[config.mk]
export PLATFORM = sky130hd
export DESIGN_NAME = pzvip_gpio_port_ctrl_flat
export DESIGN_NICKNAME = d
export VERILOG_FILES = /design/src/rtl/pzvip_gpio_port_ctrl_pkg.sv /design/src/rtl/pzvip_gpio_port_ctrl_if.sv /design/src/rtl/pzvip_gpio_port_ctrl_bit_filter.sv /design/src/rtl/pzvip_gpio_port_ctrl.sv /design/src/flat_wrapper.sv
export SDC_FILE = /design/constraint.sdc
export NUM_CORES = 1
export LEC_CHECK = 0
export CORE_MARGIN = 2
export CORE_UTILIZATION = 51
export CTS_CLUSTER_SIZE = 28
export DETAILED_ROUTE_END_ITERATION = 7
export PLACE_DENSITY = 0.88
export SKIP_CTS_REPAIR_TIMING = 1
export SYNTH_ARGS = -nofsm -noshare
export SYNTH_HDL_FRONTEND = slang
export SYNTH_HIERARCHICAL = 1
export SYNTH_SLANG_ARGS = --single-unit
[constraint.sdc]
create_clock -name clk -period 3.7 [get_ports clk]
set_input_delay 1.11 -clock clk [delete_from_list [all_inputs] [get_ports clk]]
set_output_delay 1.11 -clock clk [all_outputs]
set_load 0.005 [all_outputs]
[src/rtl/pzvip_gpio_port_ctrl_pkg.sv]
// Shared types and helpers for the GPIO port controller.
// PZVIP_GPIO_MAX_WIDTH bounds the WIDTH parameter (defaults to 64 when not set by the build).
`ifndef PZVIP_GPIO_MAX_WIDTH
`define PZVIP_GPIO_MAX_WIDTH 64
`endif

package pzvip_gpio_port_pkg;

  typedef logic [`PZVIP_GPIO_MAX_WIDTH-1:0] pzvip_gpio_word_t;

  typedef enum logic [1:0] {
    EDGE_NONE = 2'd0,
    EDGE_RISE = 2'd1,
    EDGE_FALL = 2'd2
  } pzvip_gpio_edge_e;

  // Cycles after reset release during which the filter tracks the synchroniser directly.
  function automatic int unsigned settle_cycles(input int unsigned sync_stages);
    return sync_stages + 1;
  endfunction

endpackage

[src/rtl/pzvip_gpio_port_ctrl_if.sv]
// Pad-side GPIO bundle: master is the port controller, slave is the pad/environment model.
interface pzvip_gpio_if #(
  parameter int unsigned WIDTH = 32
) ();
  logic [WIDTH-1:0] value_in;
  logic [WIDTH-1:0] value_out;
  logic [WIDTH-1:0] output_enable;

  modport master (input value_in, output value_out, output output_enable);
  modport slave  (output value_in, input value_out, input output_enable);
endinterface

[src/rtl/pzvip_gpio_port_ctrl_bit_filter.sv]
// Per-bit input synchroniser and debounce filter; reports the edge taken on the filter update.
module pzvip_gpio_bit_filter
  import pzvip_gpio_port_pkg::*;
#(
  parameter int unsigned SYNC_STAGES    = 2,
  parameter int unsigned DEBOUNCE_WIDTH = 8
) (
  input  logic                      clk,
  input  logic                      reset,
  input  logic                      settling,
  input  logic                      sync_in,
  input  logic [DEBOUNCE_WIDTH-1:0] debounce_cycles,
  output logic                      filtered,
  output pzvip_gpio_edge_e          edge_kind
);

  logic [SYNC_STAGES-1:0]    sync_q;
  logic [DEBOUNCE_WIDTH-1:0] cnt_q;
  logic                      filtered_q;
  logic                      s;
  logic                      mismatch;
  logic                      hit;
  logic [DEBOUNCE_WIDTH:0]   cnt_inc;

  assign s        = sync_q[SYNC_STAGES-1];
  assign filtered = filtered_q;

  // Extra bit on the increment keeps the threshold compare exact even at counter max.
  always_comb begin
    mismatch  = (s != filtered_q);
    cnt_inc   = {1'b0, cnt_q} + (DEBOUNCE_WIDTH+1)'(1);
    hit       = (cnt_inc >= {1'b0, debounce_cycles});
    edge_kind = EDGE_NONE;
    if (!settling && mismatch && hit) begin
      edge_kind = s ? EDGE_RISE : EDGE_FALL;
    end
  end

  always_ff @(posedge clk) begin
    if (reset) begin
      sync_q     <= '0;
      cnt_q      <= '0;
      filtered_q <= 1'b0;
    end else begin
      sync_q <= {sync_q[SYNC_STAGES-2:0], sync_in};
      if (settling) begin
        filtered_q <= s;
        cnt_q      <= '0;
      end else if (!mismatch) begin
        cnt_q <= '0;
      end else if (hit) begin
        filtered_q <= s;
        cnt_q      <= '0;
      end else if (cnt_q != '1) begin
        cnt_q <= cnt_inc[DEBOUNCE_WIDTH-1:0];
      end
    end
  end

endmodule

[src/rtl/pzvip_gpio_port_ctrl.sv]
// GPIO port controller: masked output writes, debounced inputs, sticky edge status and irq.
// Define PZVIP_GPIO_LOOPBACK_EN to make driven bits read back their own output.
module pzvip_gpio_port_ctrl
  import pzvip_gpio_port_pkg::*;
#(
  parameter int unsigned      WIDTH           = 32,
  parameter int unsigned      SYNC_STAGES     = 2,
  parameter int unsigned      DEBOUNCE_WIDTH  = 8,
  parameter logic [WIDTH-1:0] RESET_VALUE_OUT = '0,
  parameter logic [WIDTH-1:0] RESET_OE        = '0
) (
  input  logic                      clk,
  input  logic                      reset,
  pzvip_gpio_if.master              gpio,
  input  logic                      out_we,
  input  logic [WIDTH-1:0]          out_wdata,
  input  logic [WIDTH-1:0]          out_wmask,
  input  logic                      oe_we,
  input  logic [WIDTH-1:0]          oe_wdata,
  input  logic [DEBOUNCE_WIDTH-1:0] debounce_cycles,
  input  logic [WIDTH-1:0]          irq_rise_en,
  input  logic [WIDTH-1:0]          irq_fall_en,
  input  logic [WIDTH-1:0]          irq_clear,
  output logic [WIDTH-1:0]          value_filtered,
  output logic [WIDTH-1:0]          irq_status,
  output logic                      irq
);

  localparam int unsigned SETTLE_LEN = settle_cycles(SYNC_STAGES);
  localparam int unsigned SETTLE_W   = $clog2(SETTLE_LEN + 1);

  logic [WIDTH-1:0]    value_out_q;
  logic [WIDTH-1:0]    oe_q;
  logic [WIDTH-1:0]    sync_in;
  logic [SETTLE_W-1:0] settle_q;
  logic                settling;
  logic [WIDTH-1:0]    event_set;
  logic [WIDTH-1:0]    status_next;
  pzvip_gpio_edge_e    edge_kind [WIDTH];

  assign gpio.value_out     = value_out_q;
  assign gpio.output_enable = oe_q;
  assign settling           = (settle_q != '0);

`ifdef PZVIP_GPIO_LOOPBACK_EN
  assign sync_in = (oe_q & value_out_q) | (~oe_q & gpio.value_in);
`else
  assign sync_in = gpio.value_in;
`endif

  always_ff @(posedge clk) begin
    if (reset) begin
      value_out_q <= RESET_VALUE_OUT;
      oe_q        <= RESET_OE;
      settle_q    <= SETTLE_W'(SETTLE_LEN);
    end else begin
      if (out_we) begin
        value_out_q <= (value_out_q & ~out_wmask) | (out_wdata & out_wmask);
      end
      if (oe_we) begin
        oe_q <= oe_wdata;
      end
      if (settling) begin
        settle_q <= settle_q - SETTLE_W'(1);
      end
    end
  end

  for (genvar i = 0; i < WIDTH; i++) begin : g_bit
    pzvip_gpio_bit_filter #(
      .SYNC_STAGES    (SYNC_STAGES),
      .DEBOUNCE_WIDTH (DEBOUNCE_WIDTH)
    ) u_filter (
      .clk             (clk),
      .reset           (reset),
      .settling        (settling),
      .sync_in         (sync_in[i]),
      .debounce_cycles (debounce_cycles),
      .filtered        (value_filtered[i]),
      .edge_kind       (edge_kind[i])
    );
  end

  // Set is OR-ed in after the clear so an event on the clearing edge survives.
  always_comb begin
    event_set = '0;
    for (int unsigned i = 0; i < WIDTH; i++) begin
      event_set[i] = ((edge_kind[i] == EDGE_RISE) && irq_rise_en[i]) ||
                     ((edge_kind[i] == EDGE_FALL) && irq_fall_en[i]);
    end
    status_next = (irq_status & ~irq_clear) | event_set;
  end

  always_ff @(posedge clk) begin
    if (reset) begin
      irq_status <= '0;
      irq        <= 1'b0;
    end else begin
      irq_status <= status_next;
      irq        <= |status_next;
    end
  end

endmodule

[src/flat_wrapper.sv]
// flat-port wrapper written by rule: the top's interface ports become plain ports
module pzvip_gpio_port_ctrl_flat import pzvip_gpio_port_pkg::*;
#(
  parameter int unsigned      WIDTH           = 32,
  parameter int unsigned      SYNC_STAGES     = 2,
  parameter int unsigned      DEBOUNCE_WIDTH  = 8,
  parameter logic [WIDTH-1:0] RESET_VALUE_OUT = '0,
  parameter logic [WIDTH-1:0] RESET_OE        = '0
)
  (clk, reset, out_we, out_wdata, out_wmask, oe_we, oe_wdata, debounce_cycles, irq_rise_en, irq_fall_en, irq_clear, value_filtered, irq_status, irq, gpio_value_in, gpio_value_out, gpio_output_enable);
  pzvip_gpio_if #(.WIDTH(WIDTH)) gpio_i ();
  input  logic clk;
  input  logic reset;
  input  logic out_we;
  input  logic [WIDTH-1:0] out_wdata;
  input  logic [WIDTH-1:0] out_wmask;
  input  logic oe_we;
  input  logic [WIDTH-1:0] oe_wdata;
  input  logic [DEBOUNCE_WIDTH-1:0] debounce_cycles;
  input  logic [WIDTH-1:0] irq_rise_en;
  input  logic [WIDTH-1:0] irq_fall_en;
  input  logic [WIDTH-1:0] irq_clear;
  output logic [WIDTH-1:0] value_filtered;
  output logic [WIDTH-1:0] irq_status;
  output logic irq;
  input wire logic [$bits(gpio_i.value_in)-1:0] gpio_value_in;
  output wire logic [$bits(gpio_i.value_out)-1:0] gpio_value_out;
  output wire logic [$bits(gpio_i.output_enable)-1:0] gpio_output_enable;
  assign gpio_i.value_in = gpio_value_in;
  assign gpio_value_out = gpio_i.value_out;
  assign gpio_output_enable = gpio_i.output_enable;
  pzvip_gpio_port_ctrl #(.WIDTH(WIDTH), .SYNC_STAGES(SYNC_STAGES), .DEBOUNCE_WIDTH(DEBOUNCE_WIDTH), .RESET_VALUE_OUT(RESET_VALUE_OUT), .RESET_OE(RESET_OE)) u_core (.clk(clk), .reset(reset), .gpio(gpio_i), .out_we(out_we), .out_wdata(out_wdata), .out_wmask(out_wmask), .oe_we(oe_we), .oe_wdata(oe_wdata), .debounce_cycles(debounce_cycles), .irq_rise_en(irq_rise_en), .irq_fall_en(irq_fall_en), .irq_clear(irq_clear), .value_filtered(value_filtered), .irq_status(irq_status), .irq(irq));
endmodule
==> results of run 1 <==
## worst reg2reg max path: stages (launching register included)
cell and delay (ps):
dfxtp_2 370, nand3_2 120, buf_4 180, nor2_1 170
xor2_1 250, ha_1 290, and3_4 170, a221o_1 360
a211oi_2 180, buf_4 180, nor4b_2 60, nand3b_1 100
o211ai_1 200, nor4_2 250, buf_4 180, nand4_1 290
o41a_1 420
## power breakdown
group | switching [mW] | internal (mW)
Clock | 2.16 | 3.18
Combinational | 0.636 | 0.676
Sequential | 0.0784 | 4.94
## how the worst max path moves through the flow
| stage | to | startpoint | cells past startpoint |
|---|---|---|---|
| 6_report | u_core/irq | u_core/g_bit[12].u_filter/cnt_q[2] | 16 |
| 5_1_grt | u_core/irq | u_core/g_bit[18].u_filter/cnt_q[0] | 15 |
| 4_1_cts | u_core/irq | u_core/g_bit[23].u_filter/cnt_q[3] | 16 |
| 3_5_place_dp | u_core/irq | debounce_cycles[1] | 16 |
| 3_3_place_gp | u_core/irq | debounce_cycles[4] | 15 |
| 2_1_floorplan | u_core/irq | debounce_cycles[7] | 11 |
## kinds of logic after synthesis
kind of cell	share of synthesized area, %
and+or+nand+nor	25.8
buffers and inverters	4.30
AOI/OAI and AO/OA	11.5
xor gates and xnor gates	7.38
adders and majority gates	13.5
muxes	3.63
DFF	33.8
## state kept, by name (all words and copies together) (netlist names), named ones only
signal	count
u_core/irq_status	32
u_core/gpio.output_enable	32
u_core/irq	1
u_core/g_bit.u_filter/sync_q	64
u_core/settle_q	2
u_core/g_bit.u_filter/cnt_q	256
u_core/g_bit.u_filter/filtered	32
## final cells by class
cell class / count / area [um^2]
multi-input combinational: 2308 / 17500
timing repair buffer: 719 / 6440
clock buffer: 76 / 1480
clock inverter: 19 / 256
fill: 3530 / 14800
sequential: 451 / 9140
tap: 680 / 851
inverter: 283 / 1070
antenna: 2 / 5.00
## metal layers
metal	part of all wire [%]	track usage [%]
met5	0	0
met4	5.4	12.9
met3	7.4	5.37
met2	49	49.5
met1	38	31.8
## placed cells by master (no fill, tap or decap), drive strengths merged, types with 2 or more instances in the layout
master / Yosys / final
and3: 128 / 128
nor3: 64 / 64
and2: 53 / 53
clkdlybuf4s50: 0 / 353
nand4: 4 / 4
a31oi: 11 / 11
ha: 289 / 289
nor4b: 64 / 64
nor4: 5 / 5
o21ai: 64 / 64
nand3: 128 / 128
a21oi: 96 / 96
xor2: 161 / 161
clkbuf: 15 / 77
clkinv: 0 / 10
diode: 0 / 2
xnor2: 64 / 64
inv: 283 / 285
bufinv: 0 / 6
o31ai: 32 / 32
a221o: 32 / 32
nor2b: 224 / 224
buf: 7 / 365
o211ai: 20 / 20
nand2b: 84 / 84
a21o: 64 / 64
a2111o: 32 / 32
nand2: 289 / 289
o22ai: 11 / 11
mux2i: 97 / 97
a211oi: 64 / 64
dfxtp: 451 / 451
nand3b: 21 / 21
nor2: 203 / 203
## per-stage QoR
stage / std cells / utilization, %
floorplan: 3064 / -
global placement: 4414 / 65.4
detailed placement: 4414 / 65.4
CTS: 4509 / 68.8
global route: 4537 / 71.3
finish: 4538 / 71.3
==> results.yml, run 1 <==
clock_tree:
  cts_buffers: 51
  clockBufferDepth: 3
  path_clk_slew_ps: 70
  clock_latency_ps: 610
  cts_sinks: 451
  htreeDepth: 2
  cts_root_buf: "clkbuf_16"
  cts_tree: "yes"
timing:
  setup_violations: 1
  drv_slew: 0
  max_freq_mhz: 258
  fin_skew_ps: 21.4
  relSlewSlack_pct: 37.1
  hold_ws_ps: 435
  fin_crit_sh_pct: 105
  post-route-min-period_ps: 3880
  rsz0062_at_grt: "yes"
  worst_pin_slew_ps: 931
  hold_viol: 0
  setup_tns_ps: -180
  fin_ws_ps: -180
synthesis:
  synthTopCellsByCount: "dfxtp_1 (451), ha_1 (289), nand2_1 (289)"
  synth.most_common_cell: "dfxtp_1"
  syn_avg_cell_area_um2: 8.72
  synth_flop_cell: "dfxtp_1"
  synth_nets: 3589
  ys_seq_area_share_pct: 33.8
  yosysWarnings: 6
  ys_top_cells_by_area: "dfxtp_1 (34%), ha_1 (14%), xor2_1 (5.3%), nor2b_1 (4.5%), nand2_1 (4.1%)"
  syn-cell-area_mm2: 0.0267
  synth.top_cell.area_share_pct: 33.8
  yosysTopAreaCell: "dfxtp_1"
  postSynthCellCount: 3064
  synth-edff-count: 0
  synth.distinct_cells: 40
  async_flop_share_pct: 0
  ys_ff_latch: 451
placement:
  place.gp.congestion: 0.902
  place_area_mm2: 0.0337
  place_hpwl_um: 58400
  dp_worst_setup_slack_ps: -1140
  port_buffers: 364
die:
  start_util_pct: 51.9
  die_w_um: 233
  fp.dieH_um: 233
  num_rows: 83
  ios: 365
  die_area_mm2: 0.0542
  core_mm2: 0.0515
finish:
  syn_to_final_growth_pct: 37.6
  design_area_mm2: 0.0368
  nets: 4339
  drive_gt1_share_pct: 19.7
min_path:
  hold_depth: 1
  hold_path.class: "reg2reg"
  hold_path_end: "u_core/g_bit[19].u_filter/sync_q[1]"
  worstHoldStart: "u_core/g_bit[19].u_filter/sync_q[0]"
detailed_routing:
  route.detailed.drc: 0
  dr.pass1.iters: 8
  avgViaCountPerCell: 5.59
  routed_wirelength_um: 83400
  drt_iter0_markers: 1567
  dr_total_vias: 25400
  drtAntennaViolNets: 0
  wl_per_cell_um: 18.4
pwr:
  leakagePower_nw: 17.2
  finalPower_mw: 11.7
  power.density_mw_per_mm2: 318
  ir_drop_v: 0.000319
worst_setup_path:
  reg2regPathDepth: 16
  r2r_start: "u_core/g_bit[12].u_filter/cnt_q[2]"
  reg2reg_to: "u_core/irq"
  r2r_slack_ps: -180
  max_stage_delay_ps: 410
  path_max_fanout: 5
  crit_top_cell: "buf_4"
  worst_path_dominant_cell_family: "simple AND/OR/NAND/NOR gates"
  critPathArrivalTime_ps: 4370
  crit_buf_inv: 3
  startpoint_type: "register"
  crit_type: "reg2reg"
  cp_slowest_cell: "o41a_1"
  endpoint_kind: "register"
  crit_chain: "nand3_2 > buf_4 > nor2_1 > xor2_1 > ha_1 > and3_4 > a221o_1 > a211oi_2 > buf_4 > nor4b_2 > nand3b_1 > o211ai_1 > nor4_2 > buf_4 > nand4_1 > o41a_1"
  required_ps: 4190
run_status:
  outcome: "finished, violations left"
  violations: "setup timing"
global_route:
  grt_pass1_vias: 24700
  grt_pass1_wl_um: 121000
  grt_usage_pct: 27.8
  globalRouteOverflowTotal: 0
  grt_max_degree: 74
  antenna_found_initial: 1
flow_run:
  max_cap_violations: 0
Note: power is estimated with default switching activity, not from simulation.
==> run 2: changes to the inputs <==
==> constraint.sdc (replaced) <==
create_clock -name clk -period 3.7 [get_ports clk]
set_input_delay 1.11 -clock clk [delete_from_list [all_inputs] [get_ports clk]]
set_output_delay 1.11 -clock clk [all_outputs]
set_load 0.1 [all_outputs]
==> results.yml, run 2 (synthesis gave the netlist of run 1 again) <==
run_status:
  outcome: "finished, violations left"
  violations: "setup timing"
finish:
  drive_gt1_share_pct: 21.4
  post-route-util_pct: 70.0
  reg_top3: "u_core/g_bit.u_filter/cnt_q x256, u_core/g_bit.u_filter/sync_q x64"
  syn_to_final_growth_pct: 35.0
  nets: 4321
  design_area_mm2: 0.0361
  top_register: "u_core/g_bit.u_filter/cnt_q"
  fillers: 3681
  largest_register_ffs: 256
  final_common_cell: "buf_4"
  final_cells: 4516
  final_cell_mix: "buf_4 (450), dfxtp_1 (417), nand2_1 (285), inv_1 (282), ha_1 (275)"
global_route:
  antenna_found_initial: 3
  grt_pass1_vias: 24500
  globalRouteOverflowTotal: 0
  grt_max_degree: 69
  grt_pass1_wl_um: 120000
  grt_usage_pct: 27.4
die:
  start_util_pct: 51.9
  fp.dieH_um: 233
  die_w_um: 233
  core_mm2: 0.0515
  num_rows: 83
  die_area_mm2: 0.0542
  ios: 365
pwr:
  ir_drop_v: 0.000385
  power_frac_clock_pct: 45.3
  leakagePower_nw: 17.3
  p_switching_mw: 3.20
  power_frac_comb_pct: 13.4
  power.density_mw_per_mm2: 338
  seqPwrFrac_pct: 41.3
  p_int_mw: 8.98
  switching_share_pct: 26.3
timing:
  setup_violations: 1
  post-route-min-period_ps: 3950
  fin_ws_ps: -254
  fin_skew_ps: 21.9
  worst_pin_slew_ps: 945
  fin_crit_sh_pct: 107
  relSlewSlack_pct: 37.0
  rsz0062_at_grt: "yes"
  drv_slew: 0
  hold_viol: 0
  max_freq_mhz: 253
placement:
  place_area_mm2: 0.0333
  port_buffers: 364
  place_hpwl_um: 57900
  dp_worst_setup_slack_ps: -1040
  place.gp.congestion: 0.906
  place_inst: 4406
clock_tree:
  cts_root_buf: "clkbuf_16"
  cts_buffers: 51
  cts_tree: "yes"
  path_clk_slew_ps: 60
  clockBufferDepth: 3
  clock_latency_ps: 600
  cts_sinks: 451
  htreeDepth: 2
detailed_routing:
  drt_iter0_markers: 1391
  drtAntennaViolNets: 0
  dr.pass1.iters: 5
  routed_wirelength_um: 79300
  avgViaCountPerCell: 5.52
  dr_total_vias: 24900
  wl_per_cell_um: 17.6
  route.detailed.drc: 0
min_path:
  hold_path.class: "reg2reg"
flow_run:
  max_cap_violations: 0
worst_setup_path:
  critPathArrivalTime_ps: 4440
  endpoint_kind: "register"
  crit_type: "reg2reg"
  path_max_fanout: 3
  startpoint_type: "register"
  required_ps: 4190
==> run 2: power by group through the flow <==
stage	Clock [mW]	Sequential, mW	Combinational [mW]
after floorplan	0	5.46	0.513
after global placement	0	5.12	1.54
after detailed placement	0	5.13	1.57
after CTS	5.60	5.02	1.59
after global routing	5.81	5.03	1.74
final	5.52	5.02	1.63
==> run 2: routing by layer <==
metal,wire length (um),GRT usage (%),up-vias
met2,38300,48.8,896
met1,31700,31.9,11700
li1,-,-,12100
met4,3710,12.2,4
met3,5620,5.12,220
met5,21,0,-
==> run 2: cell type report <==
type / count / area (um^2) / share of cell area [%]
Sequential cell: 451 / 9080 / 25.2
Clock buffer: 72 / 1500 / 4.15
Tap cell: 680 / 851 / 2.36
Timing Repair Buffer: 701 / 6030 / 16.7
Inverter: 283 / 1070 / 2.96
Clock inverter: 20 / 327 / 0.905
Antenna cell: 1 / 2.50 / 0.00694
Multi-Input combinational cell: 2308 / 17200 / 47.7
==> run 2: metrics by stage <==
stage	total power, mW	hold WS, ps	TNS (ps)
after global placement	6.66	417	-1790
after detailed placement	6.70	421	-2100
after floorplan	5.97	414	0
after CTS	12.2	436	-552
after global routing	12.6	454	-320
final	12.2	433	-254
==> run 2: worst max-delay path: stages (launching register included) <==
cell and delay [ps]:
dfxtp_1 400, nand2_1 100, nor3_2 230, xor2_1 210
ha_1 290, and3_4 200, a221o_1 370, a211oi_2 190
buf_4 180, nor4b_2 60, nand3b_1 100, o211ai_1 250
nor4_4 420, nand4_1 400, o41a_1 440
==> run 2: worst paths after layout <==
path	from	end	cells after the start	slack, ps
max reg2reg	u_core/g_bit[23].u_filter/cnt_q[6]	u_core/irq	14	-250
min reg2reg	u_core/g_bit[28].u_filter/sync_q[0]	u_core/g_bit[28].u_filter/sync_q[1]	1	430
max	u_core/g_bit[23].u_filter/cnt_q[6]	u_core/irq	14	-250
min	u_core/g_bit[28].u_filter/sync_q[0]	u_core/g_bit[28].u_filter/sync_q[1]	1	430
